--- src/rtl/vc_fifo_pkg.sv ---
// vc_fifo shared constants and helpers.
// Optional error reporting is enabled with VC_FIFO_ERR_EN.
package vc_fifo_pkg;
  localparam int DEPTH = 8;
  localparam int COUNT_W = $clog2(DEPTH) + 1;

  function automatic int cnt_off(input int v, input int w);
    return v * w;
  endfunction
endpackage

--- src/rtl/vc_fifo_ctrl.sv ---
// Per-channel pointer and occupancy tracking for vc_fifo.
// Defining VC_FIFO_ERR_EN does not change this module.
module vc_fifo_ctrl
  import vc_fifo_pkg::*;
#(
  parameter int QB = $clog2(DEPTH),
  parameter int Q_IN_BUFFERS = 2
) (
  input  logic          clk,
  input  logic          reset,
  input  logic          wr_hit,
  input  logic          rd_hit,
  input  logic          bypass,
  output logic [QB-1:0] front,
  output logic [QB-1:0] rear,
  output logic [QB:0]   count,
  output logic          full,
  output logic          empty
);
  localparam int D = 1 << QB;
  localparam logic [QB:0] DL = (QB+1)'(D);
  localparam logic [QB:0] FL = (QB+1)'(D - Q_IN_BUFFERS);

  logic wr_ok;
  logic rd_ok;

  // A consumed bypass never touches the queue
  assign wr_ok = wr_hit & ~bypass & (count < DL);
  assign rd_ok = rd_hit & (count != '0);

  always_ff @(posedge clk or negedge reset) begin
    if (!reset) begin
      front <= '0;
      rear  <= '0;
      count <= '0;
    end else begin
      if (wr_ok) rear <= rear + 1'b1;
      if (rd_ok) front <= front + 1'b1;
      if (wr_ok && !rd_ok) count <= count + 1'b1;
      else if (rd_ok && !wr_ok) count <= count - 1'b1;
    end
  end

  assign full  = (count >= FL);
  assign empty = (count == '0);
endmodule

--- src/rtl/vc_fifo.sv ---
// Multi-channel FIFO: NUM_VC circular queues in one array.
// Define VC_FIFO_ERR_EN to add the sticky err port and messages.
module vc_fifo
  import vc_fifo_pkg::*;
#(
  parameter int DATA_WIDTH   = 32,
  parameter int Q_DEPTH_BITS = COUNT_W - 1,
  parameter int NUM_VC       = 4,
  parameter int VC_BITS      = 2,
  parameter int Q_IN_BUFFERS = 2
) (
  input  logic                  clk,
  input  logic                  reset,
  input  logic [DATA_WIDTH-1:0] write_data,
  input  logic                  wrtEn,
  input  logic [VC_BITS-1:0]    wr_vc,
  input  logic                  rdEn,
  input  logic                  peek,
  input  logic [VC_BITS-1:0]    rd_vc,
  output logic [DATA_WIDTH-1:0] read_data,
  output logic                  valid,
  output logic [NUM_VC-1:0]     full,
  output logic [NUM_VC-1:0]     empty,
  output logic [NUM_VC*(Q_DEPTH_BITS+1)-1:0] count
`ifdef VC_FIFO_ERR_EN
  ,
  output logic [2*NUM_VC-1:0]   err
`endif
);
  localparam int CW = Q_DEPTH_BITS + 1;
  localparam int D  = 1 << Q_DEPTH_BITS;
  localparam logic [CW-1:0] DL = CW'(D);

  logic [Q_DEPTH_BITS-1:0] front [NUM_VC];
  logic [Q_DEPTH_BITS-1:0] rear  [NUM_VC];
  logic [CW-1:0]           cnt   [NUM_VC];
  logic [DATA_WIDTH-1:0]   mem   [NUM_VC*D];

  logic byp;
  logic byp_rd;
  logic wr_ok;
  logic hd_ok;

  assign byp = reset & wrtEn & (rdEn | peek)
             & (wr_vc == rd_vc) & empty[rd_vc];
  assign byp_rd = byp & rdEn;
  assign wr_ok = reset & wrtEn & (cnt[wr_vc] != DL) & ~byp_rd;
  assign hd_ok = reset & (rdEn | peek) & ~empty[rd_vc];
  assign valid = byp | hd_ok;

  always_comb begin
    read_data = '0;
    if (byp) read_data = write_data;
    else if (hd_ok) read_data = mem[{rd_vc, front[rd_vc]}];
  end

  // Storage is deliberately left out of reset
  always_ff @(posedge clk) begin
    if (wr_ok) mem[{wr_vc, rear[wr_vc]}] <= write_data;
  end

  for (genvar v = 0; v < NUM_VC; v++) begin : g_vc
    vc_fifo_ctrl #(
      .QB(Q_DEPTH_BITS),
      .Q_IN_BUFFERS(Q_IN_BUFFERS)
    ) u_ctrl (
      .clk(clk),
      .reset(reset),
      .wr_hit(wrtEn & (wr_vc == VC_BITS'(v))),
      .rd_hit(rdEn & (rd_vc == VC_BITS'(v))),
      .bypass(byp_rd & (wr_vc == VC_BITS'(v))),
      .front(front[v]),
      .rear(rear[v]),
      .count(cnt[v]),
      .full(full[v]),
      .empty(empty[v])
    );
    assign count[cnt_off(v, CW) +: CW] = cnt[v];
  end

`ifdef VC_FIFO_ERR_EN
  always_ff @(posedge clk or negedge reset) begin
    if (!reset) begin
      err <= '0;
    end else begin
      if (wrtEn && cnt[wr_vc] == DL) begin
        err[wr_vc] <= 1'b1;
`ifndef SYNTHESIS
        $display("vc_fifo: overflow on vc %0d", wr_vc);
`endif
      end
      if (rdEn && empty[rd_vc] && !byp) begin
        err[NUM_VC + int'(rd_vc)] <= 1'b1;
`ifndef SYNTHESIS
        $display("vc_fifo: underflow on vc %0d", rd_vc);
`endif
      end
    end
  end
`endif
endmodule

--- config.mk ---
export PLATFORM = sky130hd
export DESIGN_NAME = vc_fifo
export DESIGN_NICKNAME = d
export VERILOG_FILES = /design/src/rtl/vc_fifo_pkg.sv /design/src/rtl/vc_fifo_ctrl.sv /design/src/rtl/vc_fifo.sv
export SDC_FILE = /design/constraint.sdc
export NUM_CORES = 1
export LEC_CHECK = 0
export BUFFER_PORTS_ARGS = -buffer_cell sky130_fd_sc_hd__buf_2
export CORE_MARGIN = 2
export CORE_UTILIZATION = 52
export CTS_CLUSTER_SIZE = 28
export DETAILED_ROUTE_END_ITERATION = 8
export MAX_ROUTING_LAYER = met4
export PLACE_DENSITY = 0.78
export SYNTH_ARGS = -nofsm -noshare
export SYNTH_HDL_FRONTEND = slang
export SYNTH_HIERARCHICAL = 1
export SYNTH_SLANG_ARGS = --single-unit
--- constraint.sdc ---
create_clock -name clk -period 12.4 [get_ports clk]
set_input_delay 2.48 -clock clk [delete_from_list [all_inputs] [get_ports clk]]
set_output_delay 2.48 -clock clk [all_outputs]
set_load 0.05 [all_outputs]
### After elaboration in Yosys (flattened, before gate mapping)

Memories as Yosys holds them, arrays and structs flattened.
Index checks and enable logic that the tools add are counted.

| word-level totals | value |
|---|---|
| bits in registers | 40 |
| memory bits (writable) | 1024 |
| input bits | 41 |
| output and inout port bits | 57 |
| logic and storage cells | 144 |
| memories kept | 1 |

| cells by class | value |
|---|---|
| add/sub/neg operators | 16 |
| $lt $le $gt $ge | 11 |
| eq/ne operators | 8 |
| multiplexer cells | 23 |
| bitwise operators | 43 |
| reduce and logical (&&, ||, !) cells | 30 |

Memory list:

| memory | depth | bits a word | read ports | clocked after Yosys merged registers in | wr ports | RTL line | source |
|---|---|---|---|---|---|---|---|
| mem | 32 | 32 | 1 | 0 | 1 | vc_fifo.sv:37 | `logic [DATA_WIDTH-1:0] mem [NUM_VC*D];` |

Operators by type and width:

| operator | count |
|---|---|
| $mux W32 | 2 |
| $mux W4 | 10 |
| $and A1 B1 Y1 | 33 |
| $add A3 B1 Y3 const B | 8 |
| $add A4 B1 Y4 const B | 4 |
| $ge A4 B3 Y1 const B | 4 |
| $logic_not A4 Y1 | 4 |
| $lt A4 B4 Y1 const B | 4 |
| $reduce_bool A4 Y1 | 4 |
| $sub A4 B1 Y4 const B | 4 |
| $bmux W3 S2 | 2 |
| $mux W3 | 4 |
| $bmux W4 S2 | 1 |
| $eq A2 B2 Y1 const B | 4 |
| $logic_and A1 B1 Y1 | 8 |
| $logic_not A1 Y1 | 8 |
| $reduce_bool A2 Y1 | 4 |
| $ge A3 B3 Y1 const B | 2 |
| $not A1 Y1 | 6 |
| $not A2 Y3 | 2 |
| $eq A2 B1 Y1 const B | 2 |
| $logic_not A2 Y1 | 2 |
| $ne A4 B4 Y1 const B | 1 |
| $lt A2 B3 Y1 const B | 1 |
| 4 further kinds | 7 |

### Logic depth before layout (Yosys ltp)

| logic depth | value |
|---|---|
| depth after elaboration | 13 |
| mapped depth | 14 |
| gate-level depth less buffers | 12 |

### Cells and area by module

Netlist, hierarchy kept.

Modules (own cells, without submodules):

| module | instances | cells each | area an instance (sq um) | seq. area each (sq um) |
|---|---|---|---|---|
| vc_fifo | 1 | 2778 | 40485.1 | 30749.5 |
| vc_fifo_ctrl | 4 | 49 | 590.6 | 250.2 |

### Worst setup path after synthesis

OpenSTA, ideal clock, no wires.

| timing | value |
|---|---|
| kind | input to output |
| start point | input rd_vc[0] |
| end point | output read_data[25] |
| data arrival time | 5874 ps |
| required time | 9920 ps |
| slack | 4046 ps |
| stages on the path | 10 |
| path buffers | 5 |
| cell sequence | buf_6 -> mux4_2 -> buf_6 -> or2_1 -> buf_6 -> buf_2 -> buf_6 -> o221ai_1 -> a21oi_1 -> o41ai_1 |

| on the way | value |
|---|---|
| longest elaborated chain between the ends | 7 |
| elaborated cells between the ends (all ways) | 14 |
| classes of those cells | 1 x eq/ne; 7 x mux; 5 x bitwise; 1 x memory |

Ends and longest elaborated chain:

| what | RTL line | source |
|---|---|---|
| start, declared | vc_fifo.sv:19 | `input logic [VC_BITS-1:0] rd_vc,` |
| $not A2 Y3 (implied by the code) | vc_fifo.sv:54 | `else if (hd_ok) read_data = mem[{rd_vc, front[rd_vc]}];` |
| $bmux W3 S2 | vc_fifo.sv:54 |  |
| $mux W3 (implied by the code) (2 in a row) | vc_fifo.sv:54 |  |
| $mem_v2 Z32 W32 | - |  |
| $mux W32 | vc_fifo.sv:54 |  |
| $mux W32 * | vc_fifo.sv:53 | `if (byp) read_data = write_data;` |
| end, declared | vc_fifo.sv:20 | `output logic [DATA_WIDTH-1:0] read_data,` |

Every way passes the cells marked *; elsewhere a longest branch is shown, timed or not. The select of a mux whose other input is x is not followed.

### Final worst setup path

| timing | value |
|---|---|
| start point | input rd_vc[1] |
| end point | output read_data[5] |

Same word-level chain as after synthesis.

==> impl_metrics.py <==
metrics = {
    "run_status": {
        "status": "finished clean",
    },
    "clocking": {
        "cts_hold_buf": 0,
        "cts_max_level": 3,
        "clock-sinks": 1064,
        "postCtsSetupRepairBufs": 0,
        "numCtsBuffers": 101,
        "cts_resized": 0,
        "clk_pin_slew_worst_paths_ps": 60,
        "cts_tree": "done",
        "clockBufferDepth": 3,
        "root_buffer": "clkbuf_16",
        "clock_latency_ps": 690,
    },
    "sta": {
        "skew_ps": 27.9,
        "hold_viol": 0,
        "drv_slew": 0,
        "slew_headroom_pct": 23.4,
        "clock.fmax_mhz": 104,
        "min_period_ps": 9590,
        "fin_setup_tns_ps": 0,
        "hold_ws_ps": 472,
        "finalSetupViolCount": 0,
        "grt_setup_unrepaired": "no",
        "finalCritPeriodShare_pct": 77.4,
        "worstMarginPinSlew_ps": 1150,
    },
    "critical_path": {
        "endpoint": "read_data[5]",
        "critPathArrivalTime_ps": 7110,
        "crit_fanout": 129,
        "end_kind": "output port",
        "path_class": "in -> out",
        "crit_start": "rd_vc[1]",
        "timing.rr.start": "g_vc[1].u_ctrl/count[0]$_DFFE_PN0P_",
        "reg2reg_to": "mem[23][11]$_DFFE_PP_",
        "r2r_slack_ps": 7420,
        "start_kind": "input pin",
        "worst-endpoint-required_ps": 9920,
        "reg2regPathDepth": 8,
    },
    "grt": {
        "grt_pass1_vias": 25400,
        "grt_max_degree": 130,
        "antenna_found_initial": 9,
        "grt.total_usage_pct": 27.5,
        "grt_pass1_wl_um": 166000,
        "grt_overflow": 0,
    },
    "placed_design": {
        "dpl_cell_area_sq_um": 44700,
        "numPortBuffers": 97,
        "gp_congestion": 0.811,
        "dpl.hpwl_um": 58100,
    },
    "power": {
        "pwr_density_cell_nw_per_um2": 214,
        "ir_drop_v": 0.000183,
        "power.leakage_uw": 0.0161,
    },
    "synthesis": {
        "ys.flop_type": "edfxtp_1",
        "yosysTopAreaCellShare_pct": 71.8,
        "netlist-cell-type-count": 56,
        "synth_seq_cells": 1064,
        "syn_nets": 3039,
        "yosysWarnings": 6,
        "synth-seq-area-share_pct": 74.1,
        "ys_async_sr_fraction_pct": 3.76,
        "synth_edf_count": 1024,
        "syn_avg_cell_area_sq_um": 14.4,
        "synthCells": 2974,
        "synth_area_sq_um": 42800,
        "synth_top_area_cell": "edfxtp_1",
        "ys_top_cells_by_area": "edfxtp_1, nand2_1, mux2i_1",
    },
    "final_layout": {
        "fin_area_sq_um": 47900,
        "fillers": 5927,
        "drive_gt1_share_pct": 12.4,
        "area_delta_synth_final_pct": 11.7,
        "seqCellArea_sq_um": 31800,
        "nNetsFinal": 3124,
        "multi_input_comb_area_sq_um": 10600,
    },
    "die": {
        "core_area_sq_um": 81800,
        "num_io_pins": 98,
        "dieArea_sq_um": 84700,
        "rows": 105,
        "die_w_um": 291,
        "initial_core_util_pct": 52.4,
        "dieHeight_um": 291,
    },
    "hold_path": {
        "min-delay-start": "g_vc[0].u_ctrl/front[2]$_DFFE_PN0P_",
        "hp-class": "reg -> reg",
    },
    "detailed_routing": {
        "postRouteAntennaNets": 0,
        "via_per_inst": 6.37,
        "drt_pass1_iterations": 6,
        "vias": 26900,
        "drt_iter0_drc": 4042,
        "routed_wl_um": 115000,
        "post_drt_wl_per_cell_um": 27.2,
        "drc": 0,
    },
    "run": {
        "drv_cap": 0,
    },
}
## worst min path at each step
stage | to | slack, ps | depth (start not counted)
after floorplan | g_vc[0].u_ctrl/front[2]$_DFFE_PN0P_ | 440 | 1
after global placement | g_vc[0].u_ctrl/front[2]$_DFFE_PN0P_ | 470 | 1
after detailed placement | g_vc[0].u_ctrl/front[2]$_DFFE_PN0P_ | 460 | 1
after CTS | g_vc[0].u_ctrl/front[2]$_DFFE_PN0P_ | 480 | 1
after global routing | g_vc[2].u_ctrl/rear[2]$_DFFE_PN0P_ | 510 | 1
final | g_vc[0].u_ctrl/front[2]$_DFFE_PN0P_ | 470 | 1
## synthesized netlist by cell type (9+ instances only)
cell type / count
edfxtp_1: 1024
o21ai_1: 22
nor2_1: 95
o221ai_1: 52
or3_1: 11
dfrtp_1: 40
ha_1: 20
nor2b_1: 9
nand3_1: 239
o21ai_0: 39
nand2_1: 630
a32oi_1: 27
o22ai_1: 14
mux2i_1: 188
xnor2_1: 18
mux4_2: 13
buf_6: 9
mux2_2: 21
buf_2: 49
clkbuf_1: 85
or4_1: 26
nand4_1: 31
a31oi_1: 53
a21oi_1: 108
buf_1: 27
and2_1: 9
## stage by stage
stage / std cells / setup WS [ps] / power, uW / util (%)
after detailed placement: 4026 / 2880 / 7300 / 54.6
after global routing: 4216 / 2660 / 10600 / 58.5
after floorplan: 2974 / 4050 / 6390 / -
after CTS: 4211 / 2880 / 10200 / 58.5
after global placement: 4026 / 2890 / 7230 / 54.6
final: 4218 / 2810 / 10200 / 58.5
## logic make-up after synthesis
logic type                 count (synthesis)  share of synthesized area [%]
muxes                                    226                           5.77
DFF                                     1064                           74.1
buffers and inverters                    182                           1.93
adders and majority gates                 24                          0.771
AOI/OAI and AO/OA                        365                           5.79
xor gates and xnor gates                  26                          0.531
and+or+nand+nor                         1087                           11.1
## state kept, by name, summed over array words and instances, names as in the netlist
register and cells:
mem 1024, g_vc.u_ctrl/count 16, g_vc.u_ctrl/rear 12, g_vc.u_ctrl/front 12
## placed cells by master (no fill, tap or decap), types with 8 or more instances in the layout
cell type	n
or4_1	26
o21ai_1	22
nand2_1	630
and2_1	8
clkbuf_1	23
o22ai_1	14
ha_1	20
dfrtp_1	40
mux2i_1	186
mux4_2	11
nor2_4	32
clkinv_1	28
inv_1	8
buf_2	97
xor2_1	8
nand3_1	239
o21ai_0	39
xnor2_1	18
nor2_1	57
edfxtp_1	1024
o211ai_1	8
a21oi_1	108
mux2_2	18
a31oi_1	53
o221ai_1	52
buf_4	56
nand4_1	31
clkinv_2	12
or3_1	11
a32oi_1	27
clkbuf_16	101
## power by group
group          internal, uW  leakage, uW  switching (uW)
clock network          1610      0.00151            1320
logic                   880      0.00491            2190
registers              4080      0.00969             157
total                  6570       0.0161            3670
## routing by layer
| metal | part of all wire [%] | up-vias | track usage, % |
|---|---|---|---|
| met4 | 4.4 | 0 | 11.6 |
| li1 | - | 11400 | - |
| met3 | 12 | 319 | 5.89 |
| met1 | 37 | 13200 | 36.1 |
| met2 | 46 | 1921 | 41.8 |
| met5 | 0 | - | - |
## cell type report
type	instances	area share [%]
clock buffer	124	5.46
multi-input combinational	1728	22.2
antenna	7	0.0366
tap	1070	2.80
clock inverter	61	1.13
inverter	8	0.0627
sequential	1064	66.3
timing repair buffer	156	2.02
## critical path: stages
cell and delay (ps):
buf_2 430, mux2i_4 300, buf_4 670, mux2_8 860, buf_4 630, nand2_1 100, a31oi_1 170, nand4_1 110
o41ai_1 820, buf_2 400
(Power assumes the default switching activity.)
